### config.mk
export PLATFORM = sky130hd
export DESIGN_NAME = pipe_hazard_unit
export DESIGN_NICKNAME = d
export VERILOG_FILES = /design/src/rtl/pipe_hazard_unit.sv
export SDC_FILE = /design/constraint.sdc
export NUM_CORES = 1
export LEC_CHECK = 0
export CELL_PAD_IN_SITES_DETAIL_PLACEMENT = 2
export CELL_PAD_IN_SITES_GLOBAL_PLACEMENT = 2
export CORE_AREA = 2 2 97 99
export DETAILED_ROUTE_END_ITERATION = 7
export DIE_AREA = 0 0 99 101
export PLACE_DENSITY = 0.87
export SLEW_MARGIN = 20
export SYNTH_ARGS = -nofsm -noshare
export SYNTH_HDL_FRONTEND = slang
export SYNTH_SLANG_ARGS = --single-unit
### constraint.sdc
create_clock -name clk -period 3 [get_ports clk]
set_clock_uncertainty 0.15 [all_clocks]
set_input_delay 0.6 -clock clk [delete_from_list [all_inputs] [get_ports clk]]
set_output_delay 0.6 -clock clk [all_outputs]
set_load 0.02 [all_outputs]
### src/rtl/pipe_hazard_unit.sv
// -----------------------------------------------------------------------------
// pipe_hazard_unit
//
// Hazard detection and resolution for a classic 5-stage in-order pipeline
// (IF / ID / EX / MEM / WB). The block:
//   * selects EX operand forwarding sources (EX/MEM or MEM/WB over regfile),
//   * detects load-use hazards (or, with forwarding disabled, any RAW hazard
//     against an instruction still in EX or MEM),
//   * holds the front of the pipe while a multi-cycle op occupies EX,
//   * flushes the three younger stages on a taken branch resolved in MEM,
//   * counts stall cycles and branch flushes with saturating counters.
//
// Parameters
//   REG_AW  : register-address width
//   MUL_LAT : EX-stage cycles of a multi-cycle op (1..16)
//   FWD_EN  : 1 = forwarding enabled, 0 = every RAW hazard stalls
//   CNT_W   : performance-counter width
//
// Ports
//   clk, rst                      : clock (rising edge), async active-low reset
//   id_rs, id_rt, id_use_rs/rt    : ID-stage source registers and read flags
//   ex_rs, ex_rt, ex_rd           : ID/EX register fields
//   ex_regwrite/memread/is_mul    : ID/EX control
//   mem_rd, mem_regwrite          : EX/MEM destination
//   wb_rd, wb_regwrite            : MEM/WB destination
//   branch_taken                  : branch resolved taken in MEM
//   pc_en, ifid_en, idex_en       : stage-register load enables
//   ifid/idex/exmem_flush         : bubble insertion
//   fwd_a, fwd_b                  : 00 regfile, 10 EX/MEM, 01 MEM/WB
//   stall_cnt, flush_cnt          : saturating performance counters
// -----------------------------------------------------------------------------
module pipe_hazard_unit #(
  parameter int REG_AW  = 5,
  parameter int MUL_LAT = 4,
  parameter int FWD_EN  = 1,
  parameter int CNT_W   = 16
) (
  input  logic              clk,
  input  logic              rst,
  input  logic [REG_AW-1:0] id_rs,
  input  logic [REG_AW-1:0] id_rt,
  input  logic              id_use_rs,
  input  logic              id_use_rt,
  input  logic [REG_AW-1:0] ex_rs,
  input  logic [REG_AW-1:0] ex_rt,
  input  logic [REG_AW-1:0] ex_rd,
  input  logic              ex_regwrite,
  input  logic              ex_memread,
  input  logic              ex_is_mul,
  input  logic [REG_AW-1:0] mem_rd,
  input  logic              mem_regwrite,
  input  logic [REG_AW-1:0] wb_rd,
  input  logic              wb_regwrite,
  input  logic              branch_taken,
  output logic              pc_en,
  output logic              ifid_en,
  output logic              idex_en,
  output logic              ifid_flush,
  output logic              idex_flush,
  output logic              exmem_flush,
  output logic [1:0]        fwd_a,
  output logic [1:0]        fwd_b,
  output logic [CNT_W-1:0]  stall_cnt,
  output logic [CNT_W-1:0]  flush_cnt
);

  typedef enum logic {
    S_IDLE = 1'b0,
    S_BUSY = 1'b1
  } state_e;

  localparam logic       MUL_MULTI = (MUL_LAT > 1);
  localparam logic       STALL_ALL = (FWD_EN == 0);
  // The first stall cycle is spent in IDLE, so BUSY counts down from LAT-2.
  localparam logic [3:0] MCNT_INIT = MUL_MULTI ? 4'(MUL_LAT - 2) : 4'd0;

  localparam logic [1:0] FWD_RF  = 2'b00;
  localparam logic [1:0] FWD_MEM = 2'b10;
  localparam logic [1:0] FWD_WB  = 2'b01;

  state_e           r_state;
  logic [3:0]       r_mcnt;
  logic [CNT_W-1:0] r_stall_cnt;
  logic [CNT_W-1:0] r_flush_cnt;

  state_e     w_state_nxt;
  logic [3:0] w_mcnt_nxt;
  logic       w_mul_stall;
  logic       w_hit_ex;
  logic       w_hit_mem;
  logic       w_lu;
  logic [1:0] w_fwd_a;
  logic [1:0] w_fwd_b;
  logic       w_pc_en;
  logic       w_ifid_en;
  logic       w_idex_en;
  logic       w_ifid_flush;
  logic       w_idex_flush;
  logic       w_exmem_flush;

  // ---------------------------------------------------------------------------
  // Forwarding: the younger producer (EX/MEM) wins over MEM/WB; r0 never
  // forwards because it is hard-wired to zero.
  // ---------------------------------------------------------------------------
  always_comb begin
    // NOTE: every always_comb output gets a default first so no path can
    // leave it unassigned and infer a latch.
    w_fwd_a = FWD_RF;
    w_fwd_b = FWD_RF;
    if (!STALL_ALL) begin
      if (mem_regwrite && (mem_rd != '0) && (mem_rd == ex_rs))
        w_fwd_a = FWD_MEM;
      else if (wb_regwrite && (wb_rd != '0) && (wb_rd == ex_rs))
        w_fwd_a = FWD_WB;

      if (mem_regwrite && (mem_rd != '0) && (mem_rd == ex_rt))
        w_fwd_b = FWD_MEM;
      else if (wb_regwrite && (wb_rd != '0) && (wb_rd == ex_rt))
        w_fwd_b = FWD_WB;
    end
  end

  // ---------------------------------------------------------------------------
  // RAW detection against the ID instruction's sources. Without forwarding,
  // producers in EX and MEM must also drain; WB needs no stall because the
  // register file writes before it reads.
  // ---------------------------------------------------------------------------
  assign w_hit_ex  = (ex_rd != '0) &&
                     ((id_use_rs && (ex_rd == id_rs)) ||
                      (id_use_rt && (ex_rd == id_rt)));
  assign w_hit_mem = (mem_rd != '0) &&
                     ((id_use_rs && (mem_rd == id_rs)) ||
                      (id_use_rt && (mem_rd == id_rt)));

  assign w_lu = (ex_memread && w_hit_ex) ||
                (STALL_ALL && ((ex_regwrite && w_hit_ex) ||
                               (mem_regwrite && w_hit_mem)));

  // ---------------------------------------------------------------------------
  // Multi-cycle FSM: state register
  // ---------------------------------------------------------------------------
  always_ff @(posedge clk or negedge rst) begin
    if (!rst) begin
      r_state <= S_IDLE;
      r_mcnt  <= '0;
    end else begin
      // NOTE: sequential state uses non-blocking assignments so every
      // register samples pre-edge values regardless of statement order.
      r_state <= w_state_nxt;
      r_mcnt  <= w_mcnt_nxt;
    end
  end

  // ---------------------------------------------------------------------------
  // Multi-cycle FSM: next-state logic. A taken branch squashes the op in EX,
  // so the FSM is forced back to IDLE with a clear counter.
  // ---------------------------------------------------------------------------
  always_comb begin
    w_state_nxt = r_state;
    w_mcnt_nxt  = r_mcnt;
    if (branch_taken) begin
      w_state_nxt = S_IDLE;
      w_mcnt_nxt  = '0;
    end else begin
      unique case (r_state)
        S_IDLE: begin
          if (ex_is_mul && MUL_MULTI) begin
            w_state_nxt = S_BUSY;
            w_mcnt_nxt  = MCNT_INIT;
          end
        end
        S_BUSY: begin
          if (r_mcnt != '0) begin
            w_mcnt_nxt = r_mcnt - 4'd1;
          end else begin
            w_state_nxt = S_IDLE;
          end
        end
        default: begin
          w_state_nxt = S_IDLE;
          w_mcnt_nxt  = '0;
        end
      endcase
    end
  end

  // ---------------------------------------------------------------------------
  // Multi-cycle FSM: output logic. Gated by rst so an op sitting in EX while
  // reset is held cannot present a stall.
  // ---------------------------------------------------------------------------
  always_comb begin
    w_mul_stall = 1'b0;
    unique case (r_state)
      S_IDLE:  w_mul_stall = ex_is_mul && MUL_MULTI;
      S_BUSY:  w_mul_stall = (r_mcnt != '0);
      default: w_mul_stall = 1'b0;
    endcase
    w_mul_stall = w_mul_stall && rst;
  end

  // ---------------------------------------------------------------------------
  // Stage control, priority: branch > multi-cycle stall > load-use > normal.
  // The multi-cycle stall freezes IF/ID/EX and bubbles MEM; a load-use stall
  // freezes IF/ID and lets a bubble into EX.
  // ---------------------------------------------------------------------------
  always_comb begin
    w_pc_en       = 1'b1;
    w_ifid_en     = 1'b1;
    w_idex_en     = 1'b1;
    w_ifid_flush  = 1'b0;
    w_idex_flush  = 1'b0;
    w_exmem_flush = 1'b0;
    if (branch_taken) begin
      w_ifid_flush  = 1'b1;
      w_idex_flush  = 1'b1;
      w_exmem_flush = 1'b1;
    end else if (w_mul_stall) begin
      w_pc_en       = 1'b0;
      w_ifid_en     = 1'b0;
      w_idex_en     = 1'b0;
      w_exmem_flush = 1'b1;
    end else if (w_lu) begin
      w_pc_en       = 1'b0;
      w_ifid_en     = 1'b0;
      w_idex_flush  = 1'b1;
    end
  end

  // ---------------------------------------------------------------------------
  // Saturating performance counters
  // ---------------------------------------------------------------------------
  always_ff @(posedge clk or negedge rst) begin
    if (!rst) begin
      r_stall_cnt <= '0;
      r_flush_cnt <= '0;
    end else begin
      if (!w_pc_en && (r_stall_cnt != '1))
        r_stall_cnt <= r_stall_cnt + 1'b1;
      if (branch_taken && (r_flush_cnt != '1))
        r_flush_cnt <= r_flush_cnt + 1'b1;
    end
  end

  assign pc_en       = w_pc_en;
  assign ifid_en     = w_ifid_en;
  assign idex_en     = w_idex_en;
  assign ifid_flush  = w_ifid_flush;
  assign idex_flush  = w_idex_flush;
  assign exmem_flush = w_exmem_flush;
  assign fwd_a       = w_fwd_a;
  assign fwd_b       = w_fwd_b;
  assign stall_cnt   = r_stall_cnt;
  assign flush_cnt   = r_flush_cnt;

endmodule

==> run summary <==
outcome: completed
vias in the first global route: 2,571
Area Growth Syn to Fin: 65.4%
die area: 10000 sq um
Design Area, Final: 3730 sq um
Syn Area/Cell: 9.94 sq um
DR iter-0 viols: 61
worst path bufs/invs: 8
Max Cap Viol: 0
Levels on crit path: 14
post-synth cell types: 41
Max Freq: 337 MHz
TritonCTS buffer count: 5
FP Rows: 35
VDD IR-drop max: 0.000352 V
initial antenna violation count: 0
layout cell share with drive strength beyond 1: 24.2%
Residual DRC: 0
top cells by area, synth: dfrtp_1, xor2_1, xnor2_1, nand3_1, nand2_1
die height: 101 um
crit path from: ex_rd[4]
first-pass GRT wire length: 13.0 mm
post-DP HPWL: 6.16 mm
H-tree depth: 2
CTS root buf: clkbuf_8
Worst-path clk slew: 80 ps
Slew Limit Fails: 0
Worst Path Max Fanout: 7
CP max stage delay: 310 ps
final setup TNS: 0 ps
slew margin rel.: 61.5%
Clk Latency, worst-skew pair: 290 ps
Die Span X: 99 um
cell area after placement: 3450 sq um
Critical Path, Cell by Cell: dlygate4sd2_1 > xnor2_2 > nand4_1 > buf_4 > buf_4 > buf_4 > buf_4 > buf_4 > buf_4 > buf_4 > o221ai_4 > nand2_4 > nor2_4 > xor2_1
clock buffer depth: 2
largest area contributor in the netlist: dfrtp_1
most frequent CP cell: buf_4
critical path's top delay family: buffers and inverters
Critical Path Sink: stall_cnt[8]$_DFFE_PN0P_
end of the worst register-to-register path: stall_cnt[13]$_DFFE_PN0P_
Tot Pwr: 1.73 mW
r2r startpoint: stall_cnt[0]$_DFFE_PN0P_
GP Congestion: 0.847
Slowest cell on crit path: dlygate4sd2_1
CTS Hold Bufs: 0
part of the cycle the worst path needs: 98.9%
P per Cell Area: 465 nW/um^2
synthesized netlist cell count: 227
kind of critical path: input port to flop
Reg2Reg Depth: 6
CTS Sinks: 37
# diodes: 0
Cell Area, Synth: 2260 sq um
Post-synth ARST share: 100%
ANT nets after route: 0
num ports: 87
Static Leak: 1.72 nW
Worst setup SP type: input port
largest net degree at the start of global routing: 38
core area: 8980 sq um
crit end category: flop
Worst EP required: 3040 ps
Syn. warnings: 0
DRT Wirelength: 8.67 mm
drt pass-1 iters: 4
Synth Flop Type: dfrtp_1
Critical Path AT: 3000 ps
synthesized net count: 276
final hold violations: 0
Hold WC Path Type: input port to asynchronous set/reset pin
Post-synth EDFFs: 0
Reg2Reg Setup Slack: 720 ps
GRT Overall Usage: 16.3%
via count: 2,232
GRT Residual Overflow: 0
min Tclk post-route: 2970 ps
number of vias per cell: 4.79
Yosys reg bits: 37
sequential area share after synthesis: 41.0%
starting density of the core: 25.1%
area share of the largest cell type after synthesis: 41.0%
WL per Instance: 18.6 um
port bufs: 85
Final setup viols: 0
TritonCTS clock tree: done
worst slew pin tran: 574 ps
final net count: 404
==> per-stage QoR <==
step,setup slack [ps],std cells,hold WS [ps],util (%)
floorplan,33.0,227,154,-
global placement,-551,450,331,38.4
detailed placement,-654,450,336,38.4
CTS,-78.8,466,313,40.1
global route,-46.4,466,331,41.6
finish,34.5,466,298,41.6
==> power by group <==
part	internal, mW	switching, mW
logic	0.349	0.336
clock network	0.182	0.174
registers	0.579	0.113
==> final cells by class <==
class	count	area [sq um]
Tap cell	111	139
Clock buffer	7	86.3
Timing Repair Buffer	125	1140
Inverter	4	15.0
Fill cell	965	5250
Sequential cell	37	926
Multi-Input combinational cell	182	1430
==> sequential cells by signal (all words and copies together), names as in the netlist <==
register and count:
r_state 1, stall_cnt 16, flush_cnt 16, r_mcnt 4
==> kinds of logic after synthesis <==
logic type | after synthesis | synth area share (%)
multiplexers | 3 | 1.66
AO/OA/AOI/OAI | 19 | 7.21
buffers and inverters | 8 | 1.66
adder cells (fa/ha/maj) | 4 | 2.22
AND/OR/NAND/NOR | 96 | 22.9
XOR/XNOR | 60 | 23.3
flip-flops | 37 | 41.0
==> how the worst min path moves through the flow <==
| stage | from | depth (start not counted) | slack (ps) | to |
|---|---|---|---|---|
| 2_1_floorplan | rst | 0 | 150 | flush_cnt[0]$_DFFE_PN0P_ |
| 3_3_place_gp | flush_cnt[13]$_DFFE_PN0P_ | 1 | 330 | flush_cnt[13]$_DFFE_PN0P_ |
| 3_5_place_dp | flush_cnt[13]$_DFFE_PN0P_ | 1 | 340 | flush_cnt[13]$_DFFE_PN0P_ |
| 4_1_cts | rst | 2 | 310 | flush_cnt[8]$_DFFE_PN0P_ |
| 5_1_grt | rst | 2 | 330 | flush_cnt[3]$_DFFE_PN0P_ |
| 6_report | rst | 2 | 300 | flush_cnt[3]$_DFFE_PN0P_ |
==> cell usage in the layout (no fill, tap or decap), types with 3 or more instances in the layout <==
cell,netlist,final
dfrtp_1,37,37
nand3_1,16,16
clkbuf_2,0,4
clkdlybuf4s50_1,0,55
clkbuf_8,0,6
buf_2,0,3
dlygate4sd2_1,0,9
or3_1,3,3
dlymetal6s2s_1,0,12
ha_1,4,4
nand2_1,17,17
nor4_4,0,3
nand4_1,7,7
xnor2_1,28,25
inv_1,3,3
xnor2_2,0,3
buf_4,2,40
nor4_1,7,4
nor2_1,17,16
or2_2,3,3
xor2_1,32,32
a21oi_1,3,3
nor3_1,10,10
or4_4,0,3
==> synth_stat cells, types with 2 or more instances <==
| master | number |
|---|---|
| a21oi_1 | 3 |
| a22oi_1 | 2 |
| and3_1 | 2 |
| buf_4 | 2 |
| clkbuf_1 | 2 |
| dfrtp_1 | 37 |
| ha_1 | 4 |
| inv_1 | 3 |
| mux2_2 | 2 |
| nand2_1 | 17 |
| nand3_1 | 16 |
| nand4_1 | 7 |
| nor2_1 | 17 |
| nor3_1 | 10 |
| nor3_2 | 2 |
| nor4_1 | 7 |
| o211ai_1 | 2 |
| o21ai_0 | 3 |
| or2_2 | 3 |
| or3_1 | 3 |
| or4_1 | 5 |
| xnor2_1 | 28 |
| xor2_1 | 32 |
==> per-layer routing <==
layer / track usage, % / part of all wire [%] / vias up
met4: 4.00 / 0.53 / 0
met3: 3.68 / 4.2 / 4
met2: 29.9 / 55 / 53
li1: - / - / 1052
met5: 0 / 0 / -
met1: 19.1 / 40 / 1123
==> what timing repair did <==
action / CTS / global route
endpoints found under the setup margin: 7 / 14
buffers inserted: 9 / 1
gates resized for setup: 41 / 38
pin swaps: 7 / 12
No activity file was read; power rests on OpenSTA's default activity.
